`src/rtl/tick_monitor.sv`:
```
// rtl/tick_monitor.sv - synchronises a slow square wave, emits edge ticks, measures half-periods and tracks rate lock
module tick_monitor #(
  parameter int NOM_HALF = 50_001,
  parameter int TOL      = 500,
  parameter int LOCK_CNT = 4,
  parameter int CW       = 18
) (
  input  logic          clk_100MHz,
  input  logic          reset_n,
  input  logic          i_sq,
  output logic          o_tick_rise,
  output logic          o_tick_fall,
  output logic [CW-1:0] o_half_period,
  output logic          o_period_valid,
  output logic          o_locked,
  output logic          o_lost
);

  localparam int GW = $clog2(LOCK_CNT + 1);
  localparam logic [CW-1:0] CNT_MAX   = {CW{1'b1}};
  localparam logic [CW-1:0] TIMEOUT_C = CW'(2 * NOM_HALF - 1);
  localparam logic [CW-1:0] LO_C      = CW'(NOM_HALF - TOL);
  localparam logic [CW-1:0] HI_C      = CW'(NOM_HALF + TOL);
  localparam logic [GW-1:0] LAST_GOOD = GW'(LOCK_CNT - 1);

  typedef enum logic [1:0] {SEARCH, TRACK, LOCKED} state_t;

  state_t        state_q, state_d;
  logic          sync1_q, sync2_q, hist_q;
  logic          rise_q, rise_d, fall_q, fall_d;
  logic [CW-1:0] counter_q, counter_d;
  logic [CW-1:0] half_q, half_d;
  logic          valid_q, valid_d;
  logic          locked_q, locked_d;
  logic          lost_q, lost_d;
  logic [GW-1:0] good_q, good_d;

  logic          edge_det;
  logic          timeout;
  logic          in_range;
  logic [CW-1:0] meas;

  assign edge_det = sync2_q ^ hist_q;
  // Saturated counter only occurs in SEARCH, where meas is never published.
  assign meas     = (counter_q == CNT_MAX) ? CNT_MAX : counter_q + 1'b1;
  assign in_range = (meas >= LO_C) && (meas <= HI_C);
  assign timeout  = (counter_q == TIMEOUT_C);

  always_comb begin
    state_d   = state_q;
    good_d    = good_q;
    lost_d    = lost_q;
    half_d    = half_q;
    valid_d   = 1'b0;
    rise_d    = edge_det & sync2_q;
    fall_d    = edge_det & ~sync2_q;
    counter_d = (counter_q == CNT_MAX) ? CNT_MAX : counter_q + 1'b1;
    if (edge_det) begin
      counter_d = '0;
    end

    // An edge always takes priority over a coincident timeout.
    case (state_q)
      SEARCH: begin
        if (edge_det) begin
          state_d = TRACK;
          good_d  = '0;
        end
      end
      TRACK: begin
        if (edge_det) begin
          half_d  = meas;
          valid_d = 1'b1;
          if (in_range) begin
            good_d = good_q + 1'b1;
            if (good_q == LAST_GOOD) begin
              state_d = LOCKED;
              lost_d  = 1'b0;
            end
          end else begin
            good_d = '0;
          end
        end else if (timeout) begin
          state_d = SEARCH;
        end
      end
      LOCKED: begin
        if (edge_det) begin
          half_d  = meas;
          valid_d = 1'b1;
          if (!in_range) begin
            state_d = TRACK;
            good_d  = '0;
            lost_d  = 1'b1;
          end
        end else if (timeout) begin
          state_d = SEARCH;
          lost_d  = 1'b1;
        end
      end
      default: state_d = SEARCH;
    endcase

    locked_d = (state_d == LOCKED);
  end

  always_ff @(posedge clk_100MHz) begin
    if (!reset_n) begin
      state_q   <= SEARCH;
      sync1_q   <= 1'b0;
      sync2_q   <= 1'b0;
      hist_q    <= 1'b0;
      rise_q    <= 1'b0;
      fall_q    <= 1'b0;
      counter_q <= '0;
      half_q    <= '0;
      valid_q   <= 1'b0;
      locked_q  <= 1'b0;
      lost_q    <= 1'b0;
      good_q    <= '0;
    end else begin
      state_q   <= state_d;
      sync1_q   <= i_sq;
      sync2_q   <= sync1_q;
      hist_q    <= sync2_q;
      rise_q    <= rise_d;
      fall_q    <= fall_d;
      counter_q <= counter_d;
      half_q    <= half_d;
      valid_q   <= valid_d;
      locked_q  <= locked_d;
      lost_q    <= lost_d;
      good_q    <= good_d;
    end
  end

  assign o_tick_rise    = rise_q;
  assign o_tick_fall    = fall_q;
  assign o_half_period  = half_q;
  assign o_period_valid = valid_q;
  assign o_locked       = locked_q;
  assign o_lost         = lost_q;

endmodule

```
`config.mk`:
```
export PLATFORM = sky130hd
export DESIGN_NAME = tick_monitor
export DESIGN_NICKNAME = d
export VERILOG_FILES = /design/src/rtl/tick_monitor.sv
export SDC_FILE = /design/constraint.sdc
export NUM_CORES = 1
export LEC_CHECK = 0
export CORE_ASPECT_RATIO = 2
export CORE_MARGIN = 4
export CORE_UTILIZATION = 40
export DETAILED_ROUTE_END_ITERATION = 10
export DONT_BUFFER_PORTS = 1
export GPL_TIMING_DRIVEN = 0
export HOLD_SLACK_MARGIN = 0.02
export PLACE_DENSITY = 0.63
export RECOVER_POWER = 100
export REMOVE_ABC_BUFFERS = 1
export SLEW_MARGIN = 20
export SYNTH_ARGS = -nofsm -noshare
export SYNTH_HDL_FRONTEND = slang
export SYNTH_SLANG_ARGS = --single-unit
export TNS_END_PERCENT = 100
```
`constraint.sdc`:
```
create_clock -name clk_100MHz -period 7.4 [get_ports clk_100MHz]
set_input_delay 1.11 -clock clk_100MHz [delete_from_list [all_inputs] [get_ports clk_100MHz]]
set_output_delay 1.11 -clock clk_100MHz [all_outputs]
set_load 0.005 [all_outputs]
```
## Word-level counts from Yosys, hierarchy flattened

Cells that the tools add are included.

| word-level totals | value |
|---|---|
| flip-flop bits (word level) | 49 |
| output and inout bits | 23 |

| operators by class | value |
|---|---|
| reductions and logical operators | 10 |
| bitwise gates (word level) | 5 |
| mux-type cells | 23 |
| equality and inequality tests | 14 |
| $add $sub $neg | 2 |
| order comparisons | 2 |

Operators with widths:

| kind | number |
|---|---|
| $add A18 B1 Y18 const B | 1 |
| $eq A18 B17 Y1 const B | 1 |
| $eq A18 B18 Y1 const B | 1 |
| $ge A18 B16 Y1 const B | 1 |
| $le A18 B16 Y1 const B | 1 |
| $mux W18 | 1 |
| $mux W3 | 5 |
| $mux W2 | 7 |
| $ne A2 B2 Y1 const B | 6 |
| $pmux W3 S3 | 1 |
| $mux W1 | 7 |
| $ne A3 B3 Y1 const B | 2 |
| $pmux W2 S3 | 1 |
| $reduce_and A6 Y1 | 1 |
| $reduce_and A5 Y1 | 1 |
| $eq A2 B2 Y1 const B | 2 |
| $reduce_and A2 Y1 | 2 |
| $reduce_or A2 Y1 | 2 |
| $add A3 B1 Y3 const B | 1 |
| $eq A3 B2 Y1 const B | 1 |
| $reduce_bool A3 Y1 | 1 |
| $and A1 B1 Y1 | 2 |
| $eq A2 B1 Y1 const B | 1 |
| $logic_not A2 Y1 | 1 |
| other kinds (5) | 6 |

## Longest topological paths before layout

| logic depth | value |
|---|---|
| depth after elaboration | 8 |
| mapped depth | 11 |

## Worst setup path after synthesis

OpenSTA, ideal clock, no wires.

| timing | value |
|---|---|
| path type | reg2reg |
| start | reg counter_q[1] |
| end | reg good_q[0] |
| data required time | 7.328 ns |
| period minus slack after synthesis | 2.633 ns |
| cell stages (with the launch flop) | 11 |
| library setup time | 0.072 ns |
| setup slack | 4.767 ns |
| data arrival time | 2.561 ns |
| path through | dfxtp_1 -> ha_1 -> buf_2 -> xor2_1 -> nor3b_1 -> a21oi_1 -> a41oi_1 -> a2111oi_1 -> o31ai_4 -> a311oi_2 -> mux2i_1 |

| between the ends | value |
|---|---|
| longest elaborated chain between the ends | 7 |
| elaborated cells between the ends (all ways) | 11 |

RTL lines:

| element | RTL line | text |
|---|---|---|
| start, declared | 31 | `logic [CW-1:0] counter_q, counter_d;` |
| start signal, assigned | 128 | `counter_q <= counter_d;` |
| $add A18 B1 Y18 / $eq A18 B18 Y1 (equally long branches) | 45 | `assign meas = (counter_q == CNT_MAX) ? CNT_MAX : counter_q + 1'b1;` |
| $mux W18 * | 45 |  |
| $ge A18 B16 Y1 / $le A18 B16 Y1 (equally long branches) | 46 | `assign in_range = (meas >= LO_C) && (meas <= HI_C);` |
| $logic_and A1 B1 Y1 * | 46 |  |
| $mux W3 | 74 | `if (in_range) begin` |
| $mux W3 | 71 | `if (edge_det) begin` |
| $pmux W3 S3 | 63 | `case (state_q)` |
| end signal, assigned | 133 | `good_q <= good_d;` |
| end, declared | 36 | `logic [GW-1:0] good_q, good_d;` |

Mark *: on every way between the ends. The rest lies on a longest branch, timed or not. The select of a mux whose other input is x is not followed.
A chain may end at the register's enable or synchronous reset.

## Final worst setup path

| timing | value |
|---|---|
| start | reg counter_q[0] |
| end | reg good_q[0] |

The elaborated chain is that of the path after synthesis.

==> run summary <==
Max clock buf depth: 2
vias in the first global route: 2,268
Psw: 121 uW
Ant. Diodes: 0
total wire length: 6.65 mm
Layout Skew: 3.11 ps
combinational share of power: 0.046
Post-Route M1 WL: 2.35 mm
Post-CTS Hold Buffers: 0
status: complete, but fails checks
CP max stage delay: 860 ps
CP endpoint kind: register
H-tree Lvls: 2
RSZ-0062 raised after global routing: no
Top Metal Used: met4
post-synthesis register bit count: 49
Slew @ Worst Pin: 2100 ps
met2 wire len: 3.68 mm
Hold Crit Class: reg2reg
pin count of the biggest net entering global routing: 35
CP cell instances: ha_1, nand3_1, nor4_1, nor2_1, a211oi_1, a32o_1, o31ai_1, a311oi_1, mux2i_1
largest area contributor in the netlist: dfxtp_1
Final Non-Filler Cells: 403
clock network fraction of design power: 0.431
Congestion Overflow GR: 0
relative slew slack: -0.406
commonest non-fill, non-tap cells in the layout: dfxtp_1 (49), nor2_1 (42), nand2_1 (35)
Worst-path clk slew: 60 ps
Initial Util: 0.413
Worst Path Buf+Inv: 0
asr flop ratio synth: 0
initial antenna violation count: 0
share of the synthesized area in the top cell type: 0.358
Critical Path Slowest Stage Cell: nor4_1
Core Box Area: 6620 sq um
Synth Warn #: 0
Via Count: 2,306
Die Area: 8310 sq um
postcts setup bufs: 0
post-route ant nets: 0
Post-synth EDFFs: 0
Detail Placement HPWL: 4.92 mm
post-CTS resize count: 0
post-synthesis sequential area ratio: 0.358
distinct cell type count after synthesis: 55
CTS tree: built
cell count after synthesis: 332
Critical Path RT: 7620 ps
CP top delay family: compound AO/OA/AOI/OAI gates
Slew Viols, Final: 33
P_int: 402 uW
synthesized area: 2740 sq um
chip height: 125 um
Num CTS Buffers: 5
# nets final: 327
RD Place Congestion: 0.928
DRT Pass-1 Iters: 6
ys flop type: dfxtp_1
Final setup violation count: 0
share of cells above drive strength 1: 0.0413
startpoint types: register
Routed WL per cell: 16.5 um
first-pass GRT wire length: 10.8 mm
WS Path Type: reg2reg
Final Hold Fails: 0
Total GRT Usage: 0.168
leading cell type in the layout, fill and taps excluded: dfxtp_1
Row Count: 42
pwr/cell area: 183 nW/um^2
Crit Path Max Fanout: 10
Port Buffers: 0
routed wl met3: 249 um
I/O pin count: 26
Pwr Total: 522 uW
dpl cells: 395
post-route setup TNS: 0 ps
Sw Share: 0.231
drt drc: 0
CTS root buf: clkbuf_16
drt first-iter violations: 105
clock sink total: 49
post-synthesis average cell area: 8.24 sq um
vias per cell: 5.72
Syn-to-layout area delta: 4.39%
crit path DAT: 4220 ps
failing checks: capacitance limit, slew limit
Reg power frac: 0.524
Chip Width: 66.5 um
min cycle time layout: 3990 ps
synth top area cells: dfxtp_1 (36%), nor2_1 (5.8%), o211a_1 (5.5%)
final worst-path cycle share: 0.540
clock latency on the worst-skew pair: 290 ps
VDD IR max: 134 uV
max frequency: 250 MHz
Lkg Pwr: 0.00118 uW
MaxCap Viol Count: 1
routing by layer:
metal	track usage	vias to the layer above
li1	-	1135
met1	0.164	1101
met2	0.303	51
met3	0.0305	19
met4	0.116	0
met5	0	-
synthesized netlist by cell type (2+ instances only):
cell       n
o21ai_0    8
nand3b_1   2
clkbuf_1  18
xor2_1     7
xnor2_1    8
and3_1     3
or3_1      2
and4_1     3
or2_2      2
nor4b_1    3
nand3_1   18
inv_1     10
a31oi_1    3
nand2_1   35
a21oi_1    9
nor2b_1    3
nand4_1    6
buf_2      7
a21o_1     2
dfxtp_1   49
nor3_1     9
mux2_2     2
and2_1    10
o211ai_1   2
ha_1      10
nor4_1     7
o211a_1   15
o2111a_1   2
nor2_1    42
a211oi_1   2
nor3b_1    2
nand2b_1   2
mux2i_1    5
a21boi_0   3
sequential cells by signal (all words and copies together) (netlist names):
register and flops:
o_tick_fall 1, hist_q 1, o_period_valid 1, counter_q 18, sync1_q 1, o_lost 1, o_tick_rise 1, o_half_period 18
state_q 2, good_q 3, o_locked 1, sync2_q 1
logic make-up after synthesis:
kind of cell,share of synthesized area
compound gates,0.173
xor+xnor,0.0480
fa+ha+maj,0.0457
buf+inv,0.0512
flops,0.358
mux,0.0265
simple gates,0.297
power by group through the flow:
stage	Combinational [uW]	Sequential (uW)	Clock, uW
floorplan	18.4	278	0
global placement	23.4	279	0
detailed placement	24.2	279	0
CTS	24.3	273	233
global route	26.9	274	239
finish	23.8	273	225
final timing paths:
kind	depth (start not counted)	from	endpoint	slack, ps
setup / recovery	9	counter_q[0]$_SDFF_PP0_	good_q[0]$_SDFFE_PN0P_	3410
hold / removal	1	sync1_q$_SDFF_PN0_	sync2_q$_SDFF_PN0_	440
setup reg to reg	9	counter_q[0]$_SDFF_PP0_	good_q[0]$_SDFFE_PN0P_	3410
hold reg to reg	1	sync1_q$_SDFF_PN0_	sync2_q$_SDFF_PN0_	440
per-stage QoR:
stage	worst slack (ps)	instance area [sq um]	hold slack, ps	util
after floorplan	4670	2630	412	-
after global placement	4080	2740	424	0.414
after detailed placement	4090	2750	428	0.416
after CTS	4080	2890	444	0.437
after global routing	3140	2860	471	0.431
final	3410	2860	436	0.431
area by class of cell:
type | count | area, sq um
Clock buffer | 5 | 125
Tap cell | 88 | 110
Fill cell | 725 | 3760
Inverter | 10 | 37.5
Clock inverter | 3 | 17.5
Sequential cell | 49 | 981
Multi-Input combinational cell | 248 | 1590
worst reg2reg max path, stage by stage (launching register included):
cell	delay [ps]
dfxtp_1	490
ha_1	400
nand3_1	220
nor4_1	860
nor2_1	210
a211oi_1	400
a32o_1	190
o31ai_1	190
a311oi_1	700
mux2i_1	250
Note: power is estimated with default switching activity, not from simulation.
